$ cat src/rtl/pc_ctrl.sv
// rtl/pc_ctrl.sv - next-PC sequencer: PC source select, fetch gating, traps and post-redirect annul
module pc_ctrl #(
    parameter int RESET_HOLD      = 4,
    parameter int IRQ_SYNC_STAGES = 2
) (
    input  logic       clock,
    input  logic       reset,
    input  logic       imem_ready,
    input  logic       illop,
    input  logic       is_jump,
    input  logic       is_branch,
    input  logic       br_taken,
    input  logic       supervisor,
    input  logic       irq,
    output logic [2:0] pcsel,
    output logic       pc_en,
    output logic       xp_wr,
    output logic       irq_ack,
    output logic       annul,
    output logic       irq_pending
);

    typedef enum logic [1:0] {
        HOLD  = 2'd0,
        RUN   = 2'd1,
        FLUSH = 2'd2
    } state_t;

    localparam logic [2:0] SEL_INC    = 3'd0;
    localparam logic [2:0] SEL_OFFSET = 3'd1;
    localparam logic [2:0] SEL_JUMP   = 3'd2;
    localparam logic [2:0] SEL_ILLOP  = 3'd3;
    localparam logic [2:0] SEL_XADR   = 3'd4;
    localparam logic [7:0] HOLD_LAST  = 8'(RESET_HOLD - 1);

    state_t                     state;
    logic [7:0]                 hold_cnt;
    logic [IRQ_SYNC_STAGES-1:0] irq_sync;
    logic                       irq_last_d;
    logic                       irq_rise;

    assign irq_rise = irq_sync[IRQ_SYNC_STAGES-1] & ~irq_last_d;

    // PC source decode; only a RUN cycle with a valid instruction word may redirect.
    always_comb begin
        pcsel   = SEL_INC;
        pc_en   = 1'b0;
        xp_wr   = 1'b0;
        irq_ack = 1'b0;
        case (state)
            RUN: begin
                if (imem_ready) begin
                    pc_en = 1'b1;
                    if (illop) begin
                        pcsel = SEL_ILLOP;
                        xp_wr = 1'b1;
                    end else if (irq_pending && !supervisor) begin
                        pcsel   = SEL_XADR;
                        xp_wr   = 1'b1;
                        irq_ack = 1'b1;
                    end else if (is_jump) begin
                        pcsel = SEL_JUMP;
                    end else if (is_branch && br_taken) begin
                        pcsel = SEL_OFFSET;
                    end
                end
            end
            FLUSH: begin
                pc_en = imem_ready;
            end
            default: begin
                pc_en = 1'b0;
            end
        endcase
    end

    always_ff @(posedge clock) begin
        if (reset) begin
            state       <= HOLD;
            hold_cnt    <= 8'd0;
            irq_sync    <= '0;
            irq_last_d  <= 1'b0;
            irq_pending <= 1'b0;
            annul       <= 1'b1;
        end else begin
            irq_sync   <= {irq_sync[IRQ_SYNC_STAGES-2:0], irq};
            irq_last_d <= irq_sync[IRQ_SYNC_STAGES-1];
            // A fresh edge wins over a take so a back-to-back request is not lost.
            if (irq_rise) begin
                irq_pending <= 1'b1;
            end else if (irq_ack) begin
                irq_pending <= 1'b0;
            end

            case (state)
                HOLD: begin
                    hold_cnt <= hold_cnt + 8'd1;
                    if (hold_cnt == HOLD_LAST) begin
                        state <= RUN;
                        annul <= 1'b0;
                    end else begin
                        annul <= 1'b1;
                    end
                end
                RUN: begin
                    if (imem_ready) begin
                        if (pcsel != SEL_INC) begin
                            state <= FLUSH;
                            annul <= 1'b1;
                        end else begin
                            annul <= 1'b0;
                        end
                    end
                end
                FLUSH: begin
                    if (imem_ready) begin
                        state <= RUN;
                        annul <= 1'b0;
                    end else begin
                        annul <= 1'b1;
                    end
                end
                default: begin
                    state <= HOLD;
                    annul <= 1'b1;
                end
            endcase
        end
    end

endmodule

$ cat config.mk
export PLATFORM = sky130hd
export DESIGN_NAME = pc_ctrl
export DESIGN_NICKNAME = d
export VERILOG_FILES = /design/src/rtl/pc_ctrl.sv
export SDC_FILE = /design/constraint.sdc
export NUM_CORES = 1
export LEC_CHECK = 0
export CORE_MARGIN = 3
export CORE_UTILIZATION = 45
export DETAILED_ROUTE_END_ITERATION = 12
export PLACE_DENSITY = 0.69
export SETUP_SLACK_MARGIN = 0.15
export SLEW_MARGIN = 15
export SYNTH_ARGS = -nofsm -noshare
export SYNTH_HDL_FRONTEND = slang
export SYNTH_SLANG_ARGS = --single-unit
$ cat constraint.sdc
create_clock -name clock -period 3.2 [get_ports clock]
set_input_delay 0.64 -clock clock [delete_from_list [all_inputs] [get_ports clock]]
set_output_delay 0.64 -clock clock [all_outputs]
set_load 0.01 [all_outputs]
==> results of run 1 <==
-- flip-flops by register name, summed over array words and instances (netlist names) --
name	cells
irq_last_d	1
irq_pending	1
annul	1
state	2
hold_cnt	8
irq_sync	2
-- per-stage QoR --
step	hold WS (ps)	cell area (um^2)	utilization [%]	power, uW	setup slack [ps]
6_report	445.1	958.4	61.48	519.6	317.3
5_1_grt	468.4	958.4	61.48	557.9	196.4
4_1_cts	453.8	958.4	61.48	524.5	288.3
3_5_place_dp	437.7	930.9	59.71	418.7	302.8
3_3_place_gp	421.5	930.9	59.71	416.0	353.3
2_1_floorplan	413.8	767.0	-	361.3	1168
-- worst max-delay path by stage --
stage | from | to | slack (ps) | cells after the start
after floorplan | supervisor | pcsel[2] | 1170 | 3
after global placement | imem_ready | irq_ack | 350 | 4
after detailed placement | imem_ready | irq_ack | 300 | 4
after CTS | imem_ready | irq_ack | 290 | 4
after global routing | imem_ready | irq_ack | 200 | 4
final | imem_ready | irq_ack | 320 | 4
-- layout by cell type (no fill, tap or decap) --
master           Yosys  final
or3_1                3      3
ha_1                 5      5
dfxtp_1             15     15
nand2_1              5      5
mux2i_1              1      1
inv_1                3      3
o31a_1               1      1
or4b_2               1      1
a41oi_1              1      1
nor2b_1              6      6
mux2_2               1      1
nand2b_1             5      5
nand4_1              3      3
xor2_1               4      4
o21ai_0              2      2
nor2_1              12     12
clkdlybuf4s50_1      0     16
xnor2_1              1      1
nor4b_2              1      1
clkbuf_4             0      3
and2_1               1      1
clkinv_2             0      1
a31oi_1              1      1
and3_1               1      1
a21boi_1             1      1
a21oi_1              9      9
nor3_1               2      2
o31ai_1              1      1
-- logic make-up (layout without fill, tap and decap cells) --
group                      count (synthesis)  count (layout)  synth area share, %
buffers and inverters                      6              23                3.588
muxes                                      2               2                2.773
and+or+nand+nor                           40              40                28.39
AOI/OAI and AO/OA                         16              16                12.24
DFF                                       15              15                39.15
xor gates and xnor gates                   5               5                5.709
adders and majority gates                  5               5                8.157
-- layer usage --
metal  GRT usage (%)  up-vias  part of all wire [%]
met2           22.19        8                    47
met5               0        -                     0
met4           1.657        0                     0
li1                -      339                     -
met3           5.747        0                   3.9
met1           19.27      296                    49
-- power groups by stage --
stage                     sequential (uW)  clock (uW)  combinational [uW]
after floorplan                       236           0                 125
after global placement                237           0                 179
after detailed placement              239           0                 180
after CTS                             234         108                 182
after global routing                  238         117                 203
final                                 234         105                 181
-- cell type report --
class                      instances  area, um^2  share of cell area [%]
clock buffer                       3       22.52                   2.350
tap                               16       20.02                   2.089
timing repair buffer              16       160.2                   16.71
multi-input combinational         68       439.2                   45.82
clock inverter                     1       5.005                  0.5222
inverter                           3       11.26                   1.175
sequential                        15       300.3                   31.33
-- worst register-to-register path, stage by stage (launching register included) --
cell      delay (ps)
dfxtp_1          410
inv_1             90
ha_1             300
a21boi_1         200
or3_1            390
o31a_1           280
==> flow_summary.yaml, run 1 <==
clocking:
  cts_tree: "done"
  clkTransAtPathRegs_ps: 90
  post_cts_buffers: 0
  cts_buffers: 3
  cts_sinks: 15
  holdBufCountCts: 0
  cts_resized: 0
  cts_buffer_depth: 2
  root_buffer: "clkbuf_4"
  clkLatencyLatePin_ps: 280
  htreeDepth: 1
finish:
  antennaDiodeCount: 0
  fin_nets: 121
  fillerInstances: 143
  final_cells: 122
  syn_to_final_growth_pct: 24.96
  drive_above_1_share_pct: 6.604
setup_path:
  path_class: "input port to output pin"
  cp_top_family: "buffers and inverters"
  arrival_ps: 2240
  critPathLaunchType: "input port"
  r2r-end: "annul"
  reg2reg_slack_ps: 1430
  cp_cell_sequence: "clkdlybuf4s50_1, nand2_1, nor3_1, clkdlybuf4s50_1"
  rr_worst_depth: 5
  critPathBufInv: 2
  cp_data_required_time_ps: 2560
  slowest_stage: "clkdlybuf4s50_1"
  path_max_fanout: 6
  end_kind: "output pin"
  crit_top_cell: "clkdlybuf4s50_1"
  r2r-start: "state[1]"
  cp_slowest_stage_delay_ps: 600
die:
  core_um2: 1559
  rows: 14
  io_pins: 17
  fp.dieW_um: 47.29
  die_h_um: 47.29
  initial_core_util_pct: 49.20
  die_area_um2: 2236
logic_synthesis:
  avgSynthCellArea_um2: 8.618
  ys.flop_type: "dfxtp_1"
  synth_common_cells: "15 x dfxtp_1, 12 x nor2_1, 9 x a21oi_1"
  syn_nets: 103
  syn-cell-area_um2: 767.0
  yosysSeqAreaShare_pct: 39.15
  synth_edf_count: 0
  yosysMostFrequentCell: "dfxtp_1"
  ys_types: 28
  synth_largest_area_cell: "dfxtp_1"
  synth.top_cell.area_share_pct: 39.15
  synthCells: 89
  synth_seq_cells: 15
  yosys_warnings: 0
  async_reset_ff_share_pct: 0
  synthTopCellsByArea: "dfxtp_1 39%, ha_1 8.2%, a21oi_1 5.9%"
global_routing:
  overflow: 0
  grt_pass1_vias: 554
  grt_usage_pct: 14.32
  grt_pass1_wl_um: 2297
  grt_start_max_net_pins: 17
  antenna_found_initial: 0
outcome:
  status: "completed"
power:
  ir_drop_v: 0.0004608
  p_seq_share_pct: 45.1
  p_int_uw: 355.8
  leakagePower_uw: 0.0003672
  p_clk_share_pct: 20.2
  p_comb_share_pct: 34.8
  power_density_nw_per_um2: 542.2
  p_sw_share_pct: 31.53
  power_switching_uw: 163.8
timing:
  fin_setup_tns_ps: 0
  relSlewSlack_pct: 65.11
  finClkSkew_ps: 2.653
  tightest_slew_ps: 521.6
  finalCritPeriodShare_pct: 90.08
  period_needed_ps: 2883
  finalSetupViolations: 0
  drv_slew: 0
  max_freq_ghz: 0.3469
  rsz0062_at_grt: "no"
  finalHoldViolCount: 0
worst_hold_path:
  worst_hold_path.endpoint: "irq_sync[1]"
  min_from: "irq_sync[0]"
  hp-class: "flop to flop"
  whs_path_depth: 1
route:
  drt_iter0_drc: 1
  via_per_inst: 5.270
  firstDrtPassIters: 2
  vias: 643
  avgRoutedWirePerCell_um: 11.78
  drcViolationCount: 0
  ant_nets: 0
  totalWireLength_um: 1437
placement:
  io_buffer_count: 16
  dp_hpwl_um: 1140
  placed_cells: 118
  gp_routability_congestion: 0.7554
run:
  drv_cap: 0
No activity file was read; power rests on OpenSTA's default activity.
==> run 2: changes to the inputs <==
- CELL_PAD_IN_SITES_DETAIL_PLACEMENT: not set -> 0
- CELL_PAD_IN_SITES_GLOBAL_PLACEMENT: not set -> 1
- CORE_UTILIZATION: 45 -> 38
- PLACE_DENSITY: 0.69 -> 0.78
==> flow_summary.yaml, run 2 (synthesis results as in run 1) <==
setup_path:
  cp_data_required_time_ps: 2560
  critPathLaunchType: "input port"
  path_class: "input port to output pin"
  end_kind: "output pin"
  path_max_fanout: 6
  arrival_ps: 2240
global_routing:
  overflow: 0
  use_met3_pct: 5.831
  grt_pass1_vias: 622
  busiest_layer: "met2"
  use_met2_pct: 22.75
  grt_pass1_wl_um: 2656
  grt_usage_pct: 13.13
  use_met1_pct: 15.29
  grt_start_max_net_pins: 17
  antenna_found_initial: 0
power:
  p_sw_share_pct: 31.38
  power_density_nw_per_um2: 535.7
  p_seq_share_pct: 44.8
  leakagePower_uw: 0.0003692
  p_int_uw: 358.7
  p_clk_share_pct: 20.2
  power_uw: 522.8
  p_comb_share_pct: 35.0
  ir_drop_v: 0.0003808
  power_switching_uw: 164.1
timing:
  relSlewSlack_pct: 79.84
  period_needed_ps: 2883
  finalSetupViolations: 0
  fin_setup_tns_ps: 0
  max_freq_ghz: 0.3469
  layout_setup_ws_ps: 317.3
  finalHoldViolCount: 0
  tightest_slew_ps: 302.5
  rsz0062_at_grt: "no"
  drv_slew: 0
  finClkSkew_ps: 0.4500
  finalCritPeriodShare_pct: 90.08
die:
  core_um2: 1821
  die_area_um2: 2593
  die_h_um: 50.93
  fp.dieW_um: 50.93
  initial_core_util_pct: 42.13
  io_pins: 17
  rows: 15
finish:
  multiInputGateArea_um2: 439.2
  finalInstanceArea_um2: 975.9
  reg_top3: "hold_cnt: 8 flops, irq_sync: 2 flops, state: 2 flops"
  ff_latch_area_um2: 300.3
  final_cells: 132
  fin_nets: 122
  largest_reg_flops: 8
  drive_above_1_share_pct: 6.542
  syn_to_final_growth_pct: 27.24
  antennaDiodeCount: 0
  final_cell_mix: "16 x clkdlybuf4s50_1, 15 x dfxtp_1, 12 x nor2_1"
  regMostFlops: "hold_cnt"
  final_common_cell: "clkdlybuf4s50_1"
  fillerInstances: 176
worst_hold_path:
  hp-class: "flop to flop"
clocking:
  clkLatencyLatePin_ps: 280
  cts_tree: "done"
  cts_sinks: 15
  cts_resized: 0
  htreeDepth: 1
  post_cts_buffers: 0
  clkTransAtPathRegs_ps: 80
  cts_buffer_depth: 2
  root_buffer: "clkbuf_4"
  holdBufCountCts: 0
  cts_buffers: 3
route:
  drcViolationCount: 0
  vias: 656
  totalWireLength_um: 1481
  ant_nets: 0
  avgRoutedWirePerCell_um: 11.22
  firstDrtPassIters: 4
  drt_iter0_drc: 18
  via_per_inst: 4.970
placement:
  io_buffer_count: 16
  place_area_um2: 949.7
  dp_hpwl_um: 1137
  post-place-ws_ps: 310.7
  gp_routability_congestion: 0.7152
  placed_cells: 128
outcome:
  status: "completed"
run:
  drv_cap: 0
-- run 2: cell count changes in the layout (fill, tap and decap cells not counted), sizes merged --
cell	before	now
buf	0	1
clkbuf	3	4
clkinv	1	0
-- run 2: layer usage --
layer  vias up  routed length, um  part of all wire, %
li1        339                  -                    -
met1       296                669                   45
met2        21                702                   47
met3         0                109                  7.4
met4         0                  0                    0
met5         -                  0                    0
-- run 2: power by group through the flow --
stage               Combinational [uW]  Sequential [uW]  Clock, uW
floorplan                          125              236          0
global placement                   180              238          0
detailed placement                 183              238          0
CTS                                186              235        111
global route                       205              238        124
finish                             183              234        106
-- run 2: through the flow --
step	util [%]	hold WS, ps
3_5_place_dp	52.16	439.2
3_3_place_gp	52.16	433.1
4_1_cts	53.61	461.0
6_report	53.61	454.5
5_1_grt	53.61	495.1
2_1_floorplan	-	413.8
-- run 2: critical path: stages --
cell and delay [ps]:
clkdlybuf4s50_1 550, nand2_1 150, nor3_1 300, clkdlybuf4s50_1 600
-- run 2: worst paths after layout --
| path | depth (start not counted) | slack [ps] | endpoint | start |
|---|---|---|---|---|
| setup reg to reg | 5 | 1450 | annul | state[0] |
| hold / removal | 1 | 450 | irq_sync[1] | irq_sync[0] |
| setup / recovery | 4 | 320 | pcsel[2] | imem_ready |
| hold reg to reg | 1 | 450 | irq_sync[1] | irq_sync[0] |
-- run 2: layout make-up --
type,count,share of cell area [%]
Clock buffer,4,2.692
Inverter,3,1.154
Multi-Input combinational cell,68,45.00
Sequential cell,15,30.77
Tap cell,25,3.205
Timing Repair Buffer,17,17.18
